--- config.mk ---
export PLATFORM = sky130hd
export DESIGN_NAME = operand_stream_buffer
export DESIGN_NICKNAME = d
export VERILOG_FILES = /design/src/rtl/operand_stream_buffer.sv
export SDC_FILE = /design/constraint.sdc
export NUM_CORES = 1
export LEC_CHECK = 0
export CORE_MARGIN = 2
export CORE_UTILIZATION = 40
export CTS_CLUSTER_SIZE = 25
export DETAILED_ROUTE_END_ITERATION = 16
export DONT_BUFFER_PORTS = 1
export SLEW_MARGIN = 10
export SYNTH_ARGS = -nofsm -noshare
export SYNTH_HDL_FRONTEND = slang
export SYNTH_SLANG_ARGS = --single-unit
--- constraint.sdc ---
create_clock -name clk_i -period 3.3 [get_ports clk_i]
set_input_delay 0.66 -clock clk_i [delete_from_list [all_inputs] [get_ports clk_i]]
set_output_delay 0.66 -clock clk_i [all_outputs]
set_load 0.005 [all_outputs]
--- src/rtl/operand_stream_buffer.sv ---
// Square operand matrix store: row-wise bus writes with per-element strobes,
// streamed row-major or column-major over valid/ready. Optional OPBUF_CLEAR_EN adds clear_i.

// One output lane: element j of the current beat, masked to zero beyond n.
module operand_stream_lane #(
  parameter int DATA_WIDTH = 16,
  parameter int MAX_DIM    = 4,
  parameter int LANE       = 0,
  localparam int BUS_WIDTH = DATA_WIDTH * MAX_DIM,
  localparam int AW        = $clog2(MAX_DIM)
) (
  input  logic [BUS_WIDTH-1:0]  row_k_i,
  input  logic [BUS_WIDTH-1:0]  row_j_i,
  input  logic [AW-1:0]         k_i,
  input  logic [AW-1:0]         dim_i,
  input  logic                  transpose_i,
  output logic [DATA_WIDTH-1:0] elem_o
);
  localparam logic [AW-1:0] LIDX = AW'(LANE);

  logic [MAX_DIM-1:0][DATA_WIDTH-1:0] row_k, row_j;
  assign row_k = row_k_i;
  assign row_j = row_j_i;

  always_comb begin
    elem_o = '0;
    if (LIDX <= dim_i)
      elem_o = transpose_i ? row_j[k_i] : row_k[LIDX];
  end
endmodule

module operand_stream_buffer #(
  parameter int DATA_WIDTH = 16,
  parameter int BUS_WIDTH  = 64,
  localparam int MAX_DIM   = BUS_WIDTH / DATA_WIDTH,
  localparam int AW        = $clog2(MAX_DIM)
) (
  input  logic                 clk_i,
  input  logic                 rst_ni,
`ifdef OPBUF_CLEAR_EN
  input  logic                 clear_i,
`endif
  input  logic                 write_enable_i,
  input  logic [AW-1:0]        address_i,
  input  logic [MAX_DIM-1:0]   strobe_i,
  input  logic [BUS_WIDTH-1:0] data_i,
  output logic [BUS_WIDTH-1:0] rd_data_o,
  input  logic [AW-1:0]        dim_i,
  input  logic                 transpose_i,
  input  logic                 start_i,
  output logic                 valid_o,
  input  logic                 ready_i,
  output logic [BUS_WIDTH-1:0] data_o,
  output logic                 last_o,
  output logic                 busy_o,
  output logic                 done_o,
  output logic                 write_err_o
);
  typedef enum logic [1:0] {IDLE, SEND, DONE} state_e;

  state_e                                           state_q, state_d;
  logic [AW-1:0]                                    k_q, k_d;
  logic [AW-1:0]                                    dim_q, dim_d;
  logic                                             tr_q, tr_d;
  logic                                             werr_q, werr_d;
  logic [MAX_DIM-1:0][MAX_DIM-1:0][DATA_WIDTH-1:0]  mem_q, mem_d;
  logic [MAX_DIM-1:0][DATA_WIDTH-1:0]               wdata, beat;
  logic                                             busy, clr;

  assign busy  = (state_q != IDLE);
  assign wdata = data_i;

`ifdef OPBUF_CLEAR_EN
  assign clr = clear_i;
`else
  assign clr = 1'b0;
`endif

  // Storage next state: clear beats a same-cycle write; nothing changes while busy.
  always_comb begin
    mem_d = mem_q;
    if (!busy) begin
      if (clr) begin
        mem_d = '0;
      end else if (write_enable_i) begin
        for (int b = 0; b < MAX_DIM; b++)
          if (strobe_i[b]) mem_d[address_i][b] = wdata[b];
      end
    end
  end

  assign werr_d = busy & (write_enable_i | clr);

  always_comb begin
    state_d = state_q;
    k_d     = k_q;
    dim_d   = dim_q;
    tr_d    = tr_q;
    unique case (state_q)
      IDLE: if (start_i) begin
        dim_d   = dim_i;
        tr_d    = transpose_i;
        k_d     = '0;
        state_d = SEND;
      end
      SEND: if (ready_i) begin
        k_d = k_q + 1'b1;
        if (k_q == dim_q) state_d = DONE;
      end
      DONE:    state_d = IDLE;
      default: state_d = IDLE;
    endcase
  end

  always_ff @(posedge clk_i or negedge rst_ni) begin
    if (!rst_ni) begin
      state_q <= IDLE;
      k_q     <= '0;
      dim_q   <= '0;
      tr_q    <= 1'b0;
      werr_q  <= 1'b0;
      mem_q   <= '0;
    end else begin
      state_q <= state_d;
      k_q     <= k_d;
      dim_q   <= dim_d;
      tr_q    <= tr_d;
      werr_q  <= werr_d;
      mem_q   <= mem_d;
    end
  end

  // Beat assembly: lane j sees row k (row-major) and row j (its column source).
  for (genvar j = 0; j < MAX_DIM; j++) begin : g_lane
    operand_stream_lane #(
      .DATA_WIDTH(DATA_WIDTH),
      .MAX_DIM   (MAX_DIM),
      .LANE      (j)
    ) u_lane (
      .row_k_i    (mem_q[k_q]),
      .row_j_i    (mem_q[j]),
      .k_i        (k_q),
      .dim_i      (dim_q),
      .transpose_i(tr_q),
      .elem_o     (beat[j])
    );
  end

  assign valid_o     = (state_q == SEND);
  assign last_o      = valid_o && (k_q == dim_q);
  assign data_o      = valid_o ? beat : '0;
  assign busy_o      = busy;
  assign done_o      = (state_q == DONE);
  assign write_err_o = werr_q;
  assign rd_data_o   = (!write_enable_i && !busy) ? mem_q[address_i] : '0;
endmodule

## Word-level counts from Yosys, hierarchy flattened

Index checks and enable logic that the tools add are counted.

| operators by class | value |
|---|---|
| equal/unequal tests | 6 |
| bitwise gates (word level) | 2 |
| reduce and logical (&&, ||, !) cells | 12 |
| add/sub/neg operators | 1 |
| $lt $le $gt $ge | 7 |
| mux-type cells | 51 |

Operator list:

| cell | count |
|---|---|
| $mux W256 | 10 |
| $bwmux W256 | 4 |
| $demux W64 S2 | 4 |
| $mux W64 | 5 |
| $bmux W64 S2 | 2 |
| $mux W16 | 13 |
| $bmux W16 S2 | 4 |
| $mux W48 | 1 |
| $mux W32 | 1 |
| $mux W2 | 5 |
| $pmux W2 S2 | 2 |
| $lt A2 B3 Y1 const B | 2 |
| $reduce_and A3 Y1 | 2 |
| $le A1 B2 Y1 const A | 2 |
| $le A2 B2 Y1 const A | 2 |
| $ne A2 B1 Y1 const B | 2 |
| $reduce_and A2 Y1 | 2 |
| $reduce_bool A2 Y1 | 2 |
| $logic_and A1 B1 Y1 | 3 |
| $add A2 B1 Y2 const B | 1 |
| $eq A2 B1 Y1 const B | 1 |
| $eq A2 B2 Y1 | 1 |
| $eq A2 B2 Y1 const B | 1 |
| $ge A2 B1 Y1 const B | 1 |
| other kinds (5) | 6 |

| storage, ports and cells | value |
|---|---|
| word-level logic and storage cells | 100 |
| register bits | 264 |
| input port bits | 78 |
| output and inout bits | 133 |

## Logic depth before layout (Yosys ltp)

| depth | value |
|---|---|
| depth in word-level cells | 18 |
| gate-level depth with buffers | 7 |
| depth with buffers taken out | 3 |

## Hierarchy

From an unflattened synthesis, not the netlist that was laid out.

| unflattened totals | value |
|---|---|
| cell total of the unflattened synthesis | 1210 |
| area total of the unflattened synthesis | 16901.2 sq um |

Modules (own cells, without submodules):

| module | cells an instance | instances | area an instance (sq um) |
|---|---|---|---|
| operand_stream_buffer | 893 | 1 | 14000.9 |
| operand_stream_lane at g_lane[2].u_lane | 75 | 1 | 754.5 |
| operand_stream_lane at g_lane[0].u_lane | 74 | 1 | 742.0 |
| operand_stream_lane at g_lane[1].u_lane | 93 | 1 | 719.4 |
| operand_stream_lane at g_lane[3].u_lane | 75 | 1 | 684.4 |

## Worst setup path before layout

Ideal clock, no wire load.

| timing | value |
|---|---|
| path type | input-to-output |
| start point | input address_i[0] |
| end point | output rd_data_o[0] |
| slack | 0.536 ns |
| data arrival time | 2.104 ns |
| stages on the path | 5 |
| required time | 2.640 ns |
| cells stage by stage | clkbuf_1 buf_2 buf_2 mux4_2 nor2b_1 |

| on the way | value |
|---|---|
| cells in the longest elaborated chain, start to end | 3 |

RTL lines:

| what | line | RTL |
|---|---|---|
| start, declared | 44 | `input logic [AW-1:0] address_i,` |
| $bmux W64 S2 | 155 | `assign rd_data_o = (!write_enable_i && !busy) ? mem_q[address_i] : '0;` |
| $mux W64 (implied by the code) | 155 |  |
| $mux W64 | 155 |  |
| end, declared | 47 | `output logic [BUS_WIDTH-1:0] rd_data_o,` |

Every way passes these cells. The select of a mux whose other input is x is not followed.

## Worst setup path in the final report

| timing | value |
|---|---|
| start point | register k_q[1] |
| end point | output data_o[49] |

| on the way | value |
|---|---|
| cells in the longest elaborated chain, start to end | 5 |

RTL lines:

| what | line | RTL |
|---|---|---|
| start, declared | 62 | `logic [AW-1:0] k_q, k_d;` |
| start signal, assigned | 125 | `k_q <= k_d;` |
| $bmux W64 S2 or $bmux W16 S2 (tied branches) | 140, 28 |  |
| $mux W64 (implied by the code) or $mux W16 (tied branches) | 140, 28 |  |
| $mux W16 (*) | 28 | `elem_o = transpose_i ? row_j[k_i] : row_k[LIDX];` |
| $mux W16 (*) | 27 | `if (LIDX <= dim_i)` |
| $mux W64 (*) | 151 | `assign data_o = valid_o ? beat : '0;` |
| end, declared | 53 | `output logic [BUS_WIDTH-1:0] data_o,` |

Every way passes the cells marked *; elsewhere a longest branch is shown, timed or not. The select of a mux whose other input is x is not followed.

==> metrics.cfg <==
[routing]
route.detailed.drc=0
vias=10100
drt_pre_antenna_iters=5
drtAntennaViolNets=0
drt_iter0_drc=872
routed_via_density=6.04
routed_wl_mm=47.3
wl_per_cell_um=28.2

[sta]
grt_setup_unrepaired=false
fin_hold_ws_ns=-0.198
tightestPinTransition_ns=1.10
period_share_pct=93.2
skew_ns=0.0112
finalSetupTns_ns=0
fin_crit_ns=3.08
setup_viol=0
max_freq_ghz=0.325
slew_headroom_pct=26.5
slew_viol_final=0
hold_violations=264

[finish]
fill_cells=3442
syn_to_final_growth_pct=10.9
drive_gt1_share_pct=49.4
layout_commonest_cell=mux2_2
diodes=0
fin_nets=1217
regArea_um2=6610
multi_input_area_um2=8450
layout_common_cells=mux2_2, dfrtp_1, mux4_2

[die]
die_h_um=201
floorplan.initialDensity_pct=40.4
fp.dieW_um=201
rows=72
io_pins=211
core_um2=38500
dieArea_um2=40400

[global_routing]
grt_use_total_pct=23.1
grt.overflow.total=0
grt_pass1_vias=10000
antenna_found_initial=0
grt_pass1_wl_mm=70.0
grt_max_degree=265

[pwr]
leakagePower_uw=0.00726
ir_drop_mv=0.455
power_uw=18400
power_density_nw_per_um2=1070

[synth]
syn_avg_cell_area_um2=13.5
ys_seq_elements=264
syn_inst=1151
netlist_area_um2=15500
ys_seq_area_share_pct=42.5
yosysWarnings=0
synth_cell_types=36
synthesis.nets=1229

[worst_setup_path]
path_class=reg2out
reg2reg_from=state_q[0]
path_max_fanout=26
r2r_end=mem_q[62]
r2r_cells=3
critPathRequiredTime_ns=2.64
reg2reg_slack_ns=0.67
crit_start=k_q[1]
start_kind=flip-flop
end_kind=output pin
crit_arrival_ns=2.42

[place]
dpl.hpwl_mm=34.1
io_buffers=0
gp_congestion=0.851

[cts]
cts_max_level=1
cts_root_buf=clkbuf_16
clk_pin_slew_ns=0.06
clk_latency_ns=0.56
cts_buffer_depth=3
cts_tree=built
cts_sinks=264
cts-buffers-inserted=28

[hold_path]
hold_path_class=in2async

[flow_run]
maxCapViolations=0

[outcome]
violations=negative hold slack
status=finished, violations left

[kinds of logic after synthesis]
kind of cell              after synthesis  share of synthesized area, %
and+or+nand+nor                       157                          5.70
DFF                                   264                          42.5
xor gates and xnor gates                2                         0.113
AOI/OAI and AO/OA                     117                          5.14
muxes                                 498                          43.4
buffers and inverters                 113                          3.09
[final cells by class]
type | instances | share of cell area, %
clock buffers | 44 | 5.01
clock inverters | 8 | 0.523
multi-input cells | 774 | 49.1
flip-flops and latches | 264 | 38.4
repair buffers | 53 | 2.81
inverters | 18 | 0.392
well taps | 518 | 3.76
[worst max-delay path by stage]
stage	endpoint	slack, ns	cells past startpoint
after global placement	data_o[49]	0.57	4
final	data_o[49]	0.22	4
after global routing	data_o[30]	0.08	5
after CTS	data_o[59]	0.11	5
after floorplan	rd_data_o[0]	0.54	5
after detailed placement	rd_data_o[10]	0.54	3
[metrics by stage]
step	setup WS [ns]	instances	hold slack [ns]	instance area, um^2	utilization [%]
floorplan	0.536	1151	0.364	15500	-
global placement	0.570	1626	0.373	16200	42.2
detailed placement	0.537	1626	0.372	16200	42.2
CTS	0.106	1678	-0.221	17200	44.7
global route	0.0819	1679	-0.222	17200	44.8
finish	0.223	1679	-0.198	17200	44.8
[state kept, by name (all words and copies together), names as in the netlist]
register	cells
k_q	2
tr_q	1
state_q	2
mem_q	256
dim_q	2
write_err_o	1
[critical path: stages (launching register included)]
cell     delay (ns)
dfrtp_1        0.65
or2_4          0.48
o22ai_1        0.15
nor3_1         0.39
buf_4          0.19
[power by group]
group	internal [uW]	leakage [uW]	total [uW]	switching (uW)
combinational	4730	0.00348	8280	3550
clock	1940	0.000475	3270	1330
sequential	4820	0.00331	6820	2000
total	11500	0.00726	18400	6880
[synthesized netlist by cell type, drive strengths merged]
cell	instances	area, um^2
or3b	1	11.3
nor2	37	139
a22o	18	158
buf	43	218
nor2b	68	425
or2	1	6.26
and2	2	12.5
inv	18	67.6
mux2i	33	330
xor2	2	17.5
or3	1	6.26
dfrtp	264	6610
o22ai	62	388
and4bb	3	37.5
and3	3	18.8
mux2	367	4210
a21oi	16	80.1
mux4	98	2210
o21bai	1	7.51
nand2b	3	18.8
a31oi	1	6.26
o2bb2ai	1	8.76
nor3b	2	20.0
nor3	18	100
or4b	2	20.0
nand2	14	52.6
o21ai	2	10.0
and3b	2	17.5
o221ai	16	140
clkbuf	52	195
[per-layer routing]
metal	GRT usage [%]	wire [um]	vias up
met5	0	0	-
met4	6.08	1110	0
met3	6.22	4190	61
met2	32.5	20100	373
met1	34.9	21900	5319
li1	-	-	4383
[what timing repair did]
item                                    CTS  global route
gates resized for setup                   3             0
setup buffers                             0             1
endpoints found under the hold margin   264           264
endpoints found under the setup margin   18             1
Power figures use the tool's default switching activity.
